[config.mk]
export PLATFORM = sky130hd
export DESIGN_NAME = step_dir_monitor
export DESIGN_NICKNAME = d
export VERILOG_FILES = /design/src/rtl/step_dir_monitor.sv
export SDC_FILE = /design/constraint.sdc
export NUM_CORES = 1
export LEC_CHECK = 0
export BUFFER_PORTS_ARGS = -buffer_cell sky130_fd_sc_hd__buf_2
export CORE_MARGIN = 3
export CORE_UTILIZATION = 61
export CTS_CLUSTER_DIAMETER = 150
export DETAILED_ROUTE_END_ITERATION = 6
export PLACE_DENSITY = 0.85
export SYNTH_ARGS = -nofsm -noshare
export SYNTH_HDL_FRONTEND = slang
export SYNTH_SLANG_ARGS = --single-unit
[constraint.sdc]
create_clock -name PCLK -period 4.76 [get_ports PCLK]
set_input_delay 0.714 -clock PCLK [delete_from_list [all_inputs] [get_ports PCLK]]
set_output_delay 0.714 -clock PCLK [all_outputs]
set_load 0.02 [all_outputs]
[src/rtl/step_dir_monitor.sv]
// step_dir_monitor: APB3 responder that watches two step/dir pulse streams.
// Each axis synchronises its step and dir pins, counts rising step edges into a
// signed position and an unsigned total-step count, and flags direction-setup
// violations and position overflow. A level interrupt is raised from the
// status flags that firmware has enabled in CTRL.

module step_dir_monitor #(
    parameter int POS_W       = 32,
    parameter int SYNC_STAGES = 2,
    parameter int DIR_SETUP   = 2
) (
    input  logic        PCLK,
    input  logic        PRESERN,
    input  logic        PSEL,
    input  logic        PENABLE,
    input  logic        PWRITE,
    input  logic [31:0] PADDR,
    input  logic [31:0] PWDATA,
    output logic [31:0] PRDATA,
    output logic        PREADY,
    output logic        PSLVERR,
    input  logic        step1_in,
    input  logic        dir1_in,
    input  logic        step2_in,
    input  logic        dir2_in,
    output logic        irq
);

    // The stable counter only has to reach DIR_SETUP, so size it for that value.
    localparam int SCNT_W = (DIR_SETUP < 1) ? 1 : $clog2(DIR_SETUP + 1);
    localparam logic [SCNT_W-1:0] SETUP_MAX = SCNT_W'(DIR_SETUP);
    localparam logic [POS_W-1:0]  POS_MAX   = {1'b0, {(POS_W-1){1'b1}}};
    localparam logic [POS_W-1:0]  POS_MIN   = {1'b1, {(POS_W-1){1'b0}}};
    localparam logic [POS_W-1:0]  POS_ONE   = POS_W'(1);
    localparam logic [SCNT_W-1:0] SCNT_ONE  = SCNT_W'(1);

    // Register offsets as seen on PADDR[4:2].
    localparam logic [2:0] IDX_POS1   = 3'd0;
    localparam logic [2:0] IDX_POS2   = 3'd1;
    localparam logic [2:0] IDX_STATUS = 3'd2;
    localparam logic [2:0] IDX_CTRL   = 3'd3;
    localparam logic [2:0] IDX_CNT1   = 3'd4;
    localparam logic [2:0] IDX_CNT2   = 3'd5;

    // Raw pins packed so both axes can share the same loop bodies.
    logic [1:0] step_pin;
    logic [1:0] dir_pin;

    logic [SYNC_STAGES-1:0] step_sync [2];
    logic [SYNC_STAGES-1:0] dir_sync  [2];

    logic [1:0] s_step;
    logic [1:0] s_step_q;
    logic [1:0] s_dir;
    logic [1:0] s_dir_q;
    logic [1:0] step_edge;
    logic [1:0] dir_changed;
    logic [1:0] dir_eff;
    logic [1:0] setup_bad;
    logic [1:0] ovf_hit;
    logic [1:0] count_edge;
    logic [3:0] flag_set;

    logic [SCNT_W-1:0] stable_cnt [2];
    logic [POS_W-1:0]  pos        [2];
    logic [POS_W-1:0]  cnt        [2];
    logic [3:0]        status;
    logic [7:0]        ctrl;

    // APB decode signals.
    logic       access;
    logic       addr_hi_ok;
    logic [2:0] idx;
    logic       mapped;
    logic       wr;
    logic [1:0] wr_pos;
    logic [1:0] wr_cnt;
    logic       wr_status;
    logic       wr_ctrl;
    logic [31:0] rd_data;

    // Address bits outside the decoded window are intentionally ignored.
    logic unused_addr_bits;
    assign unused_addr_bits = &{1'b0, PADDR[31:8], PADDR[1:0]};

    assign step_pin = {step2_in, step1_in};
    assign dir_pin  = {dir2_in, dir1_in};

    assign access     = PSEL & PENABLE;
    assign addr_hi_ok = (PADDR[7:5] == 3'd0);
    assign idx        = PADDR[4:2];
    assign mapped     = addr_hi_ok & (idx <= IDX_CNT2);
    assign wr         = access & PWRITE & mapped;
    assign wr_pos     = {wr & (idx == IDX_POS2), wr & (idx == IDX_POS1)};
    assign wr_cnt     = {wr & (idx == IDX_CNT2), wr & (idx == IDX_CNT1)};
    assign wr_status  = wr & (idx == IDX_STATUS);
    assign wr_ctrl    = wr & (idx == IDX_CTRL);

    assign PREADY  = 1'b1;
    assign PSLVERR = access & ~mapped;
    assign PRDATA  = rd_data;

    // Bring the asynchronous step and dir pins into the PCLK domain.
    always_ff @(posedge PCLK or negedge PRESERN) begin
        if (!PRESERN) begin
            for (int a = 0; a < 2; a++) begin
                step_sync[a] <= '0;
                dir_sync[a]  <= '0;
            end
        end else begin
            for (int a = 0; a < 2; a++) begin
                step_sync[a] <= {step_sync[a][SYNC_STAGES-2:0], step_pin[a]};
                dir_sync[a]  <= {dir_sync[a][SYNC_STAGES-2:0], dir_pin[a]};
            end
        end
    end

    // Per-axis edge detection, direction, setup and overflow qualification.
    always_comb begin
        s_step      = '0;
        s_dir       = '0;
        step_edge   = '0;
        dir_changed = '0;
        dir_eff     = '0;
        setup_bad   = '0;
        ovf_hit     = '0;
        count_edge  = '0;
        flag_set    = '0;
        for (int a = 0; a < 2; a++) begin
            s_step[a]      = step_sync[a][SYNC_STAGES-1];
            s_dir[a]       = dir_sync[a][SYNC_STAGES-1];
            step_edge[a]   = s_step[a] & ~s_step_q[a];
            dir_changed[a] = s_dir[a] ^ s_dir_q[a];
            dir_eff[a]     = s_dir[a] ^ ctrl[2+a];
            // A dir change coincident with the edge has zero stable time.
            setup_bad[a]   = dir_changed[a] | (stable_cnt[a] < SETUP_MAX);
            ovf_hit[a]     = dir_eff[a] ? (pos[a] == POS_MAX) : (pos[a] == POS_MIN);
            // A firmware write to this axis' POS or CNT swallows a coincident edge.
            count_edge[a]  = step_edge[a] & ctrl[a] & ~(wr_pos[a] | wr_cnt[a]);
            flag_set[a]    = count_edge[a] & ovf_hit[a];
            flag_set[2+a]  = count_edge[a] & setup_bad[a];
        end
    end

    // Edge history and dir-stable counters keep tracking even on a disabled axis.
    always_ff @(posedge PCLK or negedge PRESERN) begin
        if (!PRESERN) begin
            s_step_q <= '0;
            s_dir_q  <= '0;
            for (int a = 0; a < 2; a++) begin
                stable_cnt[a] <= '0;
            end
        end else begin
            s_step_q <= s_step;
            s_dir_q  <= s_dir;
            for (int a = 0; a < 2; a++) begin
                if (dir_changed[a]) begin
                    stable_cnt[a] <= '0;
                end else if (stable_cnt[a] < SETUP_MAX) begin
                    stable_cnt[a] <= stable_cnt[a] + SCNT_ONE;
                end
            end
        end
    end

    // Position (wrapping) and total-step count (saturating), with APB writes taking priority.
    always_ff @(posedge PCLK or negedge PRESERN) begin
        if (!PRESERN) begin
            for (int a = 0; a < 2; a++) begin
                pos[a] <= '0;
                cnt[a] <= '0;
            end
        end else begin
            for (int a = 0; a < 2; a++) begin
                if (wr_pos[a]) begin
                    pos[a] <= PWDATA[POS_W-1:0];
                end else if (count_edge[a]) begin
                    pos[a] <= dir_eff[a] ? (pos[a] + POS_ONE) : (pos[a] - POS_ONE);
                end
                if (wr_cnt[a]) begin
                    cnt[a] <= '0;
                end else if (count_edge[a] && (cnt[a] != '1)) begin
                    cnt[a] <= cnt[a] + POS_ONE;
                end
            end
        end
    end

    // Sticky status flags: write-one-to-clear, with a new set beating a clear.
    always_ff @(posedge PCLK or negedge PRESERN) begin
        if (!PRESERN) begin
            status <= '0;
        end else if (wr_status) begin
            status <= (status & ~PWDATA[3:0]) | flag_set;
        end else begin
            status <= status | flag_set;
        end
    end

    // Control register: enables, direction inversion and interrupt enables.
    always_ff @(posedge PCLK or negedge PRESERN) begin
        if (!PRESERN) begin
            ctrl <= 8'h03;
        end else if (wr_ctrl) begin
            ctrl <= PWDATA[7:0];
        end
    end

    // Registered interrupt so it follows the flag by one cycle.
    always_ff @(posedge PCLK or negedge PRESERN) begin
        if (!PRESERN) begin
            irq <= 1'b0;
        end else begin
            irq <= |(status & ctrl[7:4]);
        end
    end

    // Read mux: zero outside a selected, mapped offset; narrow registers zero-extend.
    always_comb begin
        rd_data = '0;
        if (PSEL && mapped) begin
            case (idx)
                IDX_POS1:   rd_data[POS_W-1:0] = pos[0];
                IDX_POS2:   rd_data[POS_W-1:0] = pos[1];
                IDX_STATUS: rd_data[3:0]       = status;
                IDX_CTRL:   rd_data[7:0]       = ctrl;
                IDX_CNT1:   rd_data[POS_W-1:0] = cnt[0];
                IDX_CNT2:   rd_data[POS_W-1:0] = cnt[1];
                default:    rd_data            = '0;
            endcase
        end
    end

endmodule

==> metrics, run 1 <==
status finished with violations; failing checks design-rule violations; Slew @ Worst Pin 1.38 ns; placed insts 1629; CTS Hold Bufs 0; count leader, synth nor2_1; CTS tree yes; synth top area cells dfrtp_1 (34%), nor2_1 (5.6%), nand2_1 (4.2%), xnor2_1 (3.9%), a22oi_1 (3.7%); DRT antenna net count 0; YS warnings 0; CTS sink count 157; Clk pin slew, worst setup/hold paths 0.07 ns; Total GRT Usage 37.5%; drt total wl 38.2 mm; Max-slew headroom 7.53%; synth cell count leaders nor2_1 (170), dfrtp_1 (155), nand2_1 (129), clkbuf_1 (100), o21ai_0 (71); H-tree levels 4; global-route wire length before repair 60.2 mm; CTS root buf clkbuf_16; die area 20400 sq um; Initial DRT Pass Iterations 7; number of synthesized flops with an enable pin 0; Die X 143 um; element type at the critical path start input port; post-synthesis net count 1505; ratio of final minimum period to clock period 83.3%; maximum vdd drop 0.000271 V; PD cells 294 nW/um^2; CP delay by family, top simple AND/OR/NAND/NOR gates; Filler cells 1486; register area share after synthesis 34.4%; Synth top area share 34.0%; post-DP HPWL 27.1 mm; Setup Fix Bufs, Post-CTS 0; Seq. cell area 3930 sq um; cell row count 49; FMAX 0.252 GHz; worst skew pair latency 0.45 ns; critical path type input port to output pin; Mapped Avg Cell Area 8.00 sq um; Max Slew Vio Count 0; predominant post-synthesis flop cell dfrtp_1; Leakage Power 4.73 nW; layout overhead on the synthesized area 8.66%; Synth async-reset ratio 100%; routed len/inst 23.0 um; Multi-input gate area 6940 sq um; share of post-route cells with drive strength above 1 13.0%; placed cell area 11800 sq um; min Tclk post-route 3.96 ns; worst path bufs/invs 2; hold_ws 0.304 ns; cells along the critical path buf_2, nor2b_1, and2_1, a22oi_1, a21oi_1, buf_2; Initial Utilization 62.9%; max-cap check violation count 0; Max Root-Sink Buffers 2; Setup crit end kind output pin; Clock Skews 0.0149 ns; Mapped Area 11400 sq um; Post-Syn Instances 1428; non-filler cells, final 1661; final setup fails 0; IO buf count 80; #FFs+latches synth 157; Boundary Pins 108; post_cts resized 0; Cell variety after synth 87; post-DR vias/cell 7.12; CP Max Fanout 25; final setup TNS 0 ns; core region area 18100 sq um; # diodes 0; Synth area leader dfrtp_1; RSZ-0062 raised after global routing no; CTS buffer count 17; slowest stage delay, CP 0.89 ns; Overflow after GRT 0; worst hold path class input port to asynchronous set/reset pin; Final Hold Violating Endpoints 0; Final Cell Area 12400 sq um; Arr. time, crit path 3.25 ns; DRC 1; GP Congestion 1.04; Vias 11800; largest net degree at the start of global routing 82; CP dominant cell by count buf_2; Worst EP required 4.05 ns; Slowest-stage cell, CP and2_1; vias in the first global route 10900; initial antenna violation count 0; Die H 143 um; nets 1496; Initial DRC Count 2009
[cell type report]
class / count / area share [%]
inverter: 19 / 0.575
clock buffer: 17 / 3.43
timing repair buffer: 100 / 4.49
tap: 229 / 2.31
sequential: 157 / 31.7
multi-input combinational: 1124 / 55.9
clock inverter: 15 / 1.58
[final timing paths]
path / start / to / slack (ns) / cells past startpoint
setup / recovery: PADDR[2] / PRDATA[23] / 0.80 / 6
hold / removal: PRESERN / cnt[55] / 0.30 / 1
setup reg to reg: dir_sync[3] / pos[56] / 1.41 / 10
hold reg to reg: dir_sync[2] / dir_sync[3] / 0.35 / 0
max in group asynchronous: PRESERN / ctrl[0] / 3.41 / 2
min in group PCLK: dir_sync[2] / dir_sync[3] / 0.35 / 0
[power breakdown]
group          switching (W)  total [W]  internal [W]
clock network       0.000691    0.00145      0.000760
logic               0.000349   0.000557      0.000208
registers           0.000224    0.00164       0.00142
total                0.00126    0.00365       0.00239
[metrics by stage]
step	utilization, %	power [W]	worst slack [ns]
6_report	68.4	0.00365	0.795
4_1_cts	68.4	0.00363	0.896
2_1_floorplan	-	0.00198	1.02
3_5_place_dp	64.9	0.00219	1.00
5_1_grt	68.4	0.00376	0.708
3_3_place_gp	64.9	0.00218	1.08
[placed cells by master, fill, tap and decap left out, types with 5 or more instances in the layout]
cell type	instances
a2111oi_0	5
a211oi_1	5
a21o_1	7
a21oi_1	69
a221o_1	7
a22oi_1	56
a31oi_1	23
and2_1	16
and3_1	23
and4_1	13
buf_2	79
buf_4	20
clkbuf_16	17
clkinv_8	5
dfrtp_1	155
inv_1	19
mux2_2	14
mux2i_1	33
nand2_1	129
nand2b_1	5
nand3_1	70
nand3b_1	9
nand4_1	38
nor2_1	170
nor3_1	58
nor4_1	33
nor4b_1	8
o21ai_0	71
o22ai_1	9
o31ai_1	7
or2_2	9
or3_1	36
or4_1	19
xnor2_1	49
xor2_1	43
[metal layers]
layer	part of all wire, %	global-route usage (%)
met1	40	54.0
met5	0	0
met3	11	5.99
met4	3.9	14.8
met2	45	56.8
[flip-flops by register name (all words and copies together), names as in the netlist]
register	count
step_sync	2
s_step	2
status	4
cnt	64
pos	64
irq	1
s_dir_q	2
s_step_q	2
ctrl	8
dir_sync	4
stable_cnt	4
[cells by family after synthesis]
family          count (synthesis)  share of synthesized area (%)
buf+inv                       147                           5.26
xor+xnor                       96                           7.36
simple gates                  657                           29.3
flops                         157                           34.4
fa+ha+maj                       4                          0.438
compound gates                318                           18.8
other cells                     1                         0.0328
mux                            48                           4.40
No activity file was read; power rests on OpenSTA's default activity.
==> run 2: changes to the inputs <==
--- a/config.mk
+++ b/config.mk
@@ -7,10 +7,10 @@
 export LEC_CHECK = 0
 export BUFFER_PORTS_ARGS = -buffer_cell sky130_fd_sc_hd__buf_2
 export CORE_MARGIN = 3
-export CORE_UTILIZATION = 61
+export CORE_UTILIZATION = 55
 export CTS_CLUSTER_DIAMETER = 150
 export DETAILED_ROUTE_END_ITERATION = 6
-export PLACE_DENSITY = 0.85
+export PLACE_DENSITY = 0.81
 export SYNTH_ARGS = -nofsm -noshare
 export SYNTH_HDL_FRONTEND = slang
 export SYNTH_SLANG_ARGS = --single-unit
==> constraint.sdc (replaced) <==
create_clock -name PCLK -period 3.6 [get_ports PCLK]
set_input_delay 0.54 -clock PCLK [delete_from_list [all_inputs] [get_ports PCLK]]
set_output_delay 0.54 -clock PCLK [all_outputs]
set_load 0.02 [all_outputs]
==> run 2 against run 1 <==
Against the previous run: highest routed layer unchanged; first-iteration DRC count decreased by 15%; clock skew increased by 0.0012 ns; worst setup slack got worse by 0.30 ns; via count decreased by 1.5%; worst hold slack got worse by 0.19 ns; flip-flop and latch count unchanged; clock-buffer cell count increased by 1; sequential share of layout area decreased by 0.54 points; critical path depth increased by 4; non-clock buffer count increased by 16; die area increased by 10%; the flow now finishes without violations.
==> metrics, run 2 (synthesized netlist as in run 1, its figures left out) <==
Initial DRC Count 1712 (was 2009); worst hold path class input port to asynchronous set/reset pin (unchanged); die area 22500 sq um (was 20400 sq um); Final Hold Violating Endpoints 0 (unchanged); routed len/inst 22.2 um (was 23.0 um); FF-to-FF End pos[20] (was pos[56]); IO buf count 80 (unchanged); hold_ws 0.115 ns (was 0.304 ns); Boundary Pins 108 (unchanged); worst path bufs/invs 0 (was 2); ratio of final minimum period to clock period 86.2%; status finished clean (was finished with violations); drt total wl 38.2 mm (about the same); layout overhead on the synthesized area 10.6% (was 8.66%); core region area 20300 sq um (was 18100 sq um); commonest non-fill, non-tap cell in the layout nor2_1 (unchanged); final setup fails 0 (unchanged); CTS tree yes (unchanged); Seq pwr share 45.6% (was 45.0%); logic gate share of total power 15.7% (was 15.3%); R2R depth 10 (unchanged); H-tree levels 4 (unchanged); post-DP HPWL 27.7 mm (was 27.1 mm); clock power share 38.6% (was 39.7%); CTS root buf clkbuf_16 (unchanged); Slowest-stage cell, CP dfrtp_1 (was and2_1); Seq. cell area 3930 sq um (unchanged); element type at the critical path start flip-flop (was input port); GP Congestion 1.00 (was 1.04); Initial Utilization 56.3% (was 62.9%); post-DR vias/cell 6.78 (was 7.12); Total GRT Usage 34.3% (was 37.5%); worst skew pair latency 0.44 ns (was 0.45 ns); Arr. time, crit path 3.45 ns (was 3.25 ns); Max-slew headroom 33.8% (was 7.53%); pre-CTS setup slack 0.527 ns (was 1.00 ns); nets 1512 (was 1496); Int Pwr 0.00312 W (was 0.00239 W); critical path type flip-flop to flip-flop (was input port to output pin); Leakage Power 4.83 nW (was 4.73 nW); DRC 0 (was 1); DRT antenna net count 0 (unchanged); worst setup margin 0.495 ns (was 0.795 ns); Die X 150 um (was 143 um); min Tclk post-route 3.10 ns; global-route wire length before repair 60.5 mm (was 60.2 mm); # diodes 0 (unchanged); maximum vdd drop 0.000297 V (was 0.000271 V); CTS sink count 157 (unchanged); initial antenna violation count 0 (unchanged); Levels on crit path 10 (was 6); CP Max Fanout 10 (was 25); Clock Skews 0.0161 ns (was 0.0149 ns); Setup Fix Bufs, Post-CTS 0 (unchanged); post_cts resized 0 (unchanged); most frequent cells in the layout nor2_1 (170), dfrtp_1 (155), nand2_1 (129) (unchanged); CTS buffer count 17 (unchanged); Slew @ Worst Pin 0.989 ns (was 1.38 ns); setup slack, reg-to-reg 0.50 ns (was 1.41 ns); Setup crit end kind flip-flop (was output pin); Filler cells 1787 (was 1486); cells along the critical path xor2_4, xnor2_1, ha_1, nand4_1, o31ai_1, a2bb2oi_2, nor2_2, mux2_2, or3_1, a31oi_1 (was buf_2, nor2b_1, and2_1, a22oi_1, a21oi_1, buf_2); Max Slew Vio Count 0 (unchanged); CP delay by family, top simple AND/OR/NAND/NOR gates (unchanged); slowest stage delay, CP 0.49 ns (was 0.89 ns); RSZ-0062 raised after global routing no (unchanged); largest net degree at the start of global routing 78 (was 82); Final Power 0.00475 W (was 0.00365 W); final setup TNS 0 ns (unchanged); Switch Pwr 0.00163 W (was 0.00126 W); CTS Hold Bufs 0 (unchanged); Overflow after GRT 0 (unchanged); Worst EP required 3.94 ns (was 4.05 ns); Switching Fraction 34.4% (was 34.6%); Vias 11600 (was 11800); Multi-input gate area 6950 sq um (was 6940 sq um); Clk pin slew, worst setup/hold paths 0.08 ns (was 0.07 ns); PD cells 376 nW/um^2 (was 294 nW/um^2); Die H 150 um (was 143 um); Initial DRT Pass Iterations 7 (unchanged); max-cap check violation count 0 (unchanged); cell row count 52 (was 49); vias in the first global route 10800 (was 10900); largest registers cnt (64), pos (64), ctrl (8) (unchanged); Reg-to-Reg Start dir_sync[1] (was dir_sync[3]); Max Root-Sink Buffers 2 (unchanged); FMAX 0.322 GHz; share of post-route cells with drive strength above 1 14.0% (was 13.0%)
[run 2: cell count changes in the layout (fill, tap and decap cells not counted), sizes merged]
cell,change
buf,+16
bufinv,-1
clkbuf,+1
[run 2: layout make-up]
cell class	count	share of cell area [%]
clock buffers	18	3.48
clock inverters	14	1.32
inverters	19	0.565
multi-input cells	1124	55.1
flip-flops and latches	157	31.1
well taps	270	2.68
repair buffers	116	5.76
[run 2: per-layer routing]
layer / part of all wire, % / track usage [%] / vias up
met5: 0 / 0 / -
met4: 4.3 / 15.1 / 0
met3: 11 / 6.17 / 115
met2: 45 / 51.7 / 716
met1: 40 / 48.5 / 5557
li1: - / - / 5254
[run 2: worst max path at each step]
stage / from / to / slack (ns)
after global placement: PADDR[3] / pos[19] / 0.58
after global routing: dir_sync[1] / pos[20] / 0.33
after CTS: dir_sync[1] / pos[20] / 0.51
final: dir_sync[1] / pos[20] / 0.50
after floorplan: dir_sync[1] / pos[20] / 0.007
after detailed placement: PADDR[3] / pos[19] / 0.53
[run 2: worst reg2reg max path, cell delays in order, from the launching register on]
cell and delay [ns]:
dfrtp_1 0.49, xor2_4 0.23, xnor2_1 0.16, ha_1 0.40, nand4_1 0.22, o31ai_1 0.33
a2bb2oi_2 0.16, nor2_2 0.18, mux2_2 0.38, or3_1 0.30, a31oi_1 0.19
[run 2: power groups by stage]
stage | Sequential (W) | Clock, W | Combinational (W)
floorplan | 0.00198 | 0 | 0.000646
global placement | 0.00218 | 0 | 0.000711
detailed placement | 0.00218 | 0 | 0.000728
CTS | 0.00215 | 0.00184 | 0.000733
global route | 0.00219 | 0.00191 | 0.000822
finish | 0.00217 | 0.00184 | 0.000747
[run 2: per-stage QoR]
stage	instances	util, %	cell area, sq um
global route	1718	62.2	12600
floorplan	1428	-	11400
detailed placement	1686	59.2	12000
global placement	1686	59.2	12000
CTS	1718	62.2	12600
finish	1718	62.2	12600
==> run 3: changes to the inputs <==
==> config.mk (replaced) <==
export PLATFORM = sky130hd
export DESIGN_NAME = step_dir_monitor
export DESIGN_NICKNAME = d
export VERILOG_FILES = /design/src/rtl/step_dir_monitor.sv
export SDC_FILE = /design/constraint.sdc
export NUM_CORES = 1
export LEC_CHECK = 0
export BUFFER_PORTS_ARGS = -buffer_cell sky130_fd_sc_hd__clkbuf_2
export CORE_MARGIN = 3
export CORE_UTILIZATION = 61
export CTS_CLUSTER_DIAMETER = 150
export DETAILED_ROUTE_END_ITERATION = 6
export PLACE_DENSITY = 0.85
export RECOVER_POWER = 25
export SYNTH_ARGS = -nofsm -noshare
export SYNTH_HDL_FRONTEND = slang
export SYNTH_SLANG_ARGS = --single-unit
==> constraint.sdc (replaced) <==
create_clock -name PCLK -period 3.33 [get_ports PCLK]
set_input_delay 0.4995 -clock PCLK [delete_from_list [all_inputs] [get_ports PCLK]]
set_output_delay 0.4995 -clock PCLK [all_outputs]
set_load 0.02 [all_outputs]
==> run 3 against run 2 <==
Against the previous run: the flow now finishes with violations (design-rule violations, max-capacitance violations, max-slew violations); total power rose by 10%; core utilization rose by 7.5 points; critical path depth did not move; maximum frequency rose by 2.2%; non-clock buffer count rose by 7; worst setup slack got worse by 0.20 ns; clock power rose by 12%; clock-buffer cell count fell by 1; worst hold slack improved by 0.039 ns; critical endpoint is now pos[56]; critical path type unchanged; clock skew fell by 0.0054 ns.
==> metrics, run 3 (synthesized netlist as in run 1, its figures left out) <==
status finished with violations (was finished clean); failing checks design-rule violations, max-capacitance violations, max-slew violations; logic gate share of total power 16.5% (was 15.7%); Boundary Pins 108 (unchanged); Slew @ Worst Pin 2.05 ns (was 0.989 ns); initial antenna violation count 0 (unchanged); Switching Fraction 34.3% (was 34.4%); critical path type flip-flop to flip-flop (unchanged); element type at the critical path start flip-flop (unchanged); R2R depth 10 (unchanged); die area 20400 sq um (was 22500 sq um); Worst EP required 3.71 ns (was 3.94 ns); Switch Pwr 0.00180 W (was 0.00163 W); commonest non-fill, non-tap cell in the layout nor2_1 (unchanged); routed len/inst 22.2 um (about the same); max-cap check violation count 1 (was 0); post-DR vias/cell 7.02 (was 6.78); Die X 143 um (was 150 um); core region area 18100 sq um (was 20300 sq um); Setup Fix Bufs, Post-CTS 0 (unchanged); Seq pwr share 44.1% (was 45.6%); post-DP HPWL 26.9 mm (was 27.7 mm); clock power share 39.4% (was 38.6%); Max Slew Vio Count 78 (was 0); layout overhead on the synthesized area 10.7% (was 10.6%); H-tree levels 4 (unchanged); worst skew pair latency 0.44 ns (about the same); worst hold path class input port to flip-flop (was input port to asynchronous set/reset pin); Total GRT Usage 36.7% (was 34.3%); CTS sink count 157 (unchanged); CP Max Fanout 6 (was 10); GP Congestion 0.997 (was 1.00); Reg-to-Reg Start dir_sync[3] (was dir_sync[1]); min Tclk post-route 3.04 ns (was 3.10 ns); Initial DRT Pass Iterations 7 (unchanged); global-route wire length before repair 59.4 mm (was 60.5 mm); largest net degree at the start of global routing 79 (was 78); nets 1519 (was 1512); Initial Utilization 62.9% (was 56.3%); IO buf count 80 (unchanged); Vias 11800 (was 11600); Setup crit end kind flip-flop (unchanged); CTS tree yes (unchanged); Max Root-Sink Buffers 2 (unchanged); ratio of final minimum period to clock period 91.2% (was 86.2%); post_cts resized 0 (unchanged); Clock Skews 0.0106 ns (was 0.0161 ns); Die H 143 um (was 150 um); DRC 1 (was 0); DRT antenna net count 0 (unchanged); drt total wl 37.3 mm (was 38.2 mm); hold_sp step2_in; PD cells 415 nW/um^2 (was 376 nW/um^2); Max-slew headroom -36.6% (was 33.8%); share of post-route cells with drive strength above 1 14.4% (was 14.0%); Int Pwr 0.00344 W (was 0.00312 W); final setup fails 0 (unchanged); # diodes 0 (unchanged); cell row count 49 (was 52); largest registers cnt (64), pos (64), ctrl (8) (unchanged); most frequent cells in the layout nor2_1 (170), dfrtp_1 (155), nand2_1 (129) (unchanged); Clk pin slew, worst setup/hold paths 0.08 ns (about the same); final setup TNS 0 ns (unchanged); hold_ws 0.154 ns (was 0.115 ns); RSZ-0062 raised after global routing no (unchanged); hold path cells 1; Final Hold Violating Endpoints 0 (unchanged); CTS root buf clkbuf_16 (unchanged); Arr. time, crit path 3.42 ns (was 3.45 ns); Overflow after GRT 0 (unchanged); maximum vdd drop 0.000371 V (was 0.000297 V); Initial DRC Count 1743 (was 1712); FMAX 0.329 GHz (was 0.322 GHz); CP startpoint dir_sync[3] (was dir_sync[1]); vias in the first global route 10900 (was 10800); CTS Hold Bufs 0 (unchanged); Leakage Power 4.84 nW (was 4.83 nW); CTS buffer count 17 (unchanged)
run 3: path summary, 6_finish.rpt:
check	to	slack, ns
max	pos[56]	0.29
min	step_sync[0]	0.15
max reg2reg	pos[56]	0.29
min reg2reg	dir_sync[1]	0.35
max in group asynchronous	pos[39]	1.31
min in group asynchronous	cnt[58]	0.64
run 3: power by group through the flow:
| stage | logic (W) | registers [W] | clock network, W |
|---|---|---|---|
| after floorplan | 0.000701 | 0.00214 | 0 |
| after global placement | 0.000820 | 0.00232 | 0 |
| after detailed placement | 0.000842 | 0.00233 | 0 |
| after CTS | 0.000849 | 0.00229 | 0.00207 |
| after global routing | 0.000950 | 0.00232 | 0.00214 |
| final | 0.000867 | 0.00231 | 0.00206 |
run 3: worst max-delay path: stages (launching register included):
cell	delay (ns)
dfrtp_1	0.48
xor2_2	0.32
xnor2_1	0.16
ha_1	0.30
nand3_1	0.14
nor3_2	0.23
nand3_1	0.22
a21oi_1	0.26
mux2_2	0.37
or4_1	0.40
nand3_1	0.09
run 3: per-layer routing:
layer  global-route usage [%]  share of wire (%)  vias up
met4                     15.5                4.3        0
met3                     8.37                 12      131
met2                     54.8                 44      810
met1                     51.6                 40     5611
met5                        0                  0        -
li1                         -                  -     5264
run 3: cell type report:
class	count	area, sq um
fill	1463	5510
multi-input combinational	1124	6950
clock buffer	17	425
tap	229	287
clock inverter	15	195
inverter	19	71.3
timing repair buffer	123	786
sequential	157	3930
run 3: per-stage QoR:
stage	std cells	power [W]	setup slack, ns	instance area [sq um]	util [%]
2_1_floorplan	1428	0.00284	0.0111	11400	-
3_3_place_gp	1652	0.00314	0.440	12000	66.3
3_5_place_dp	1652	0.00317	0.375	12000	66.3
4_1_cts	1684	0.00520	0.349	12600	69.7
5_1_grt	1684	0.00541	0.110	12600	69.7
6_report	1684	0.00524	0.293	12600	69.7
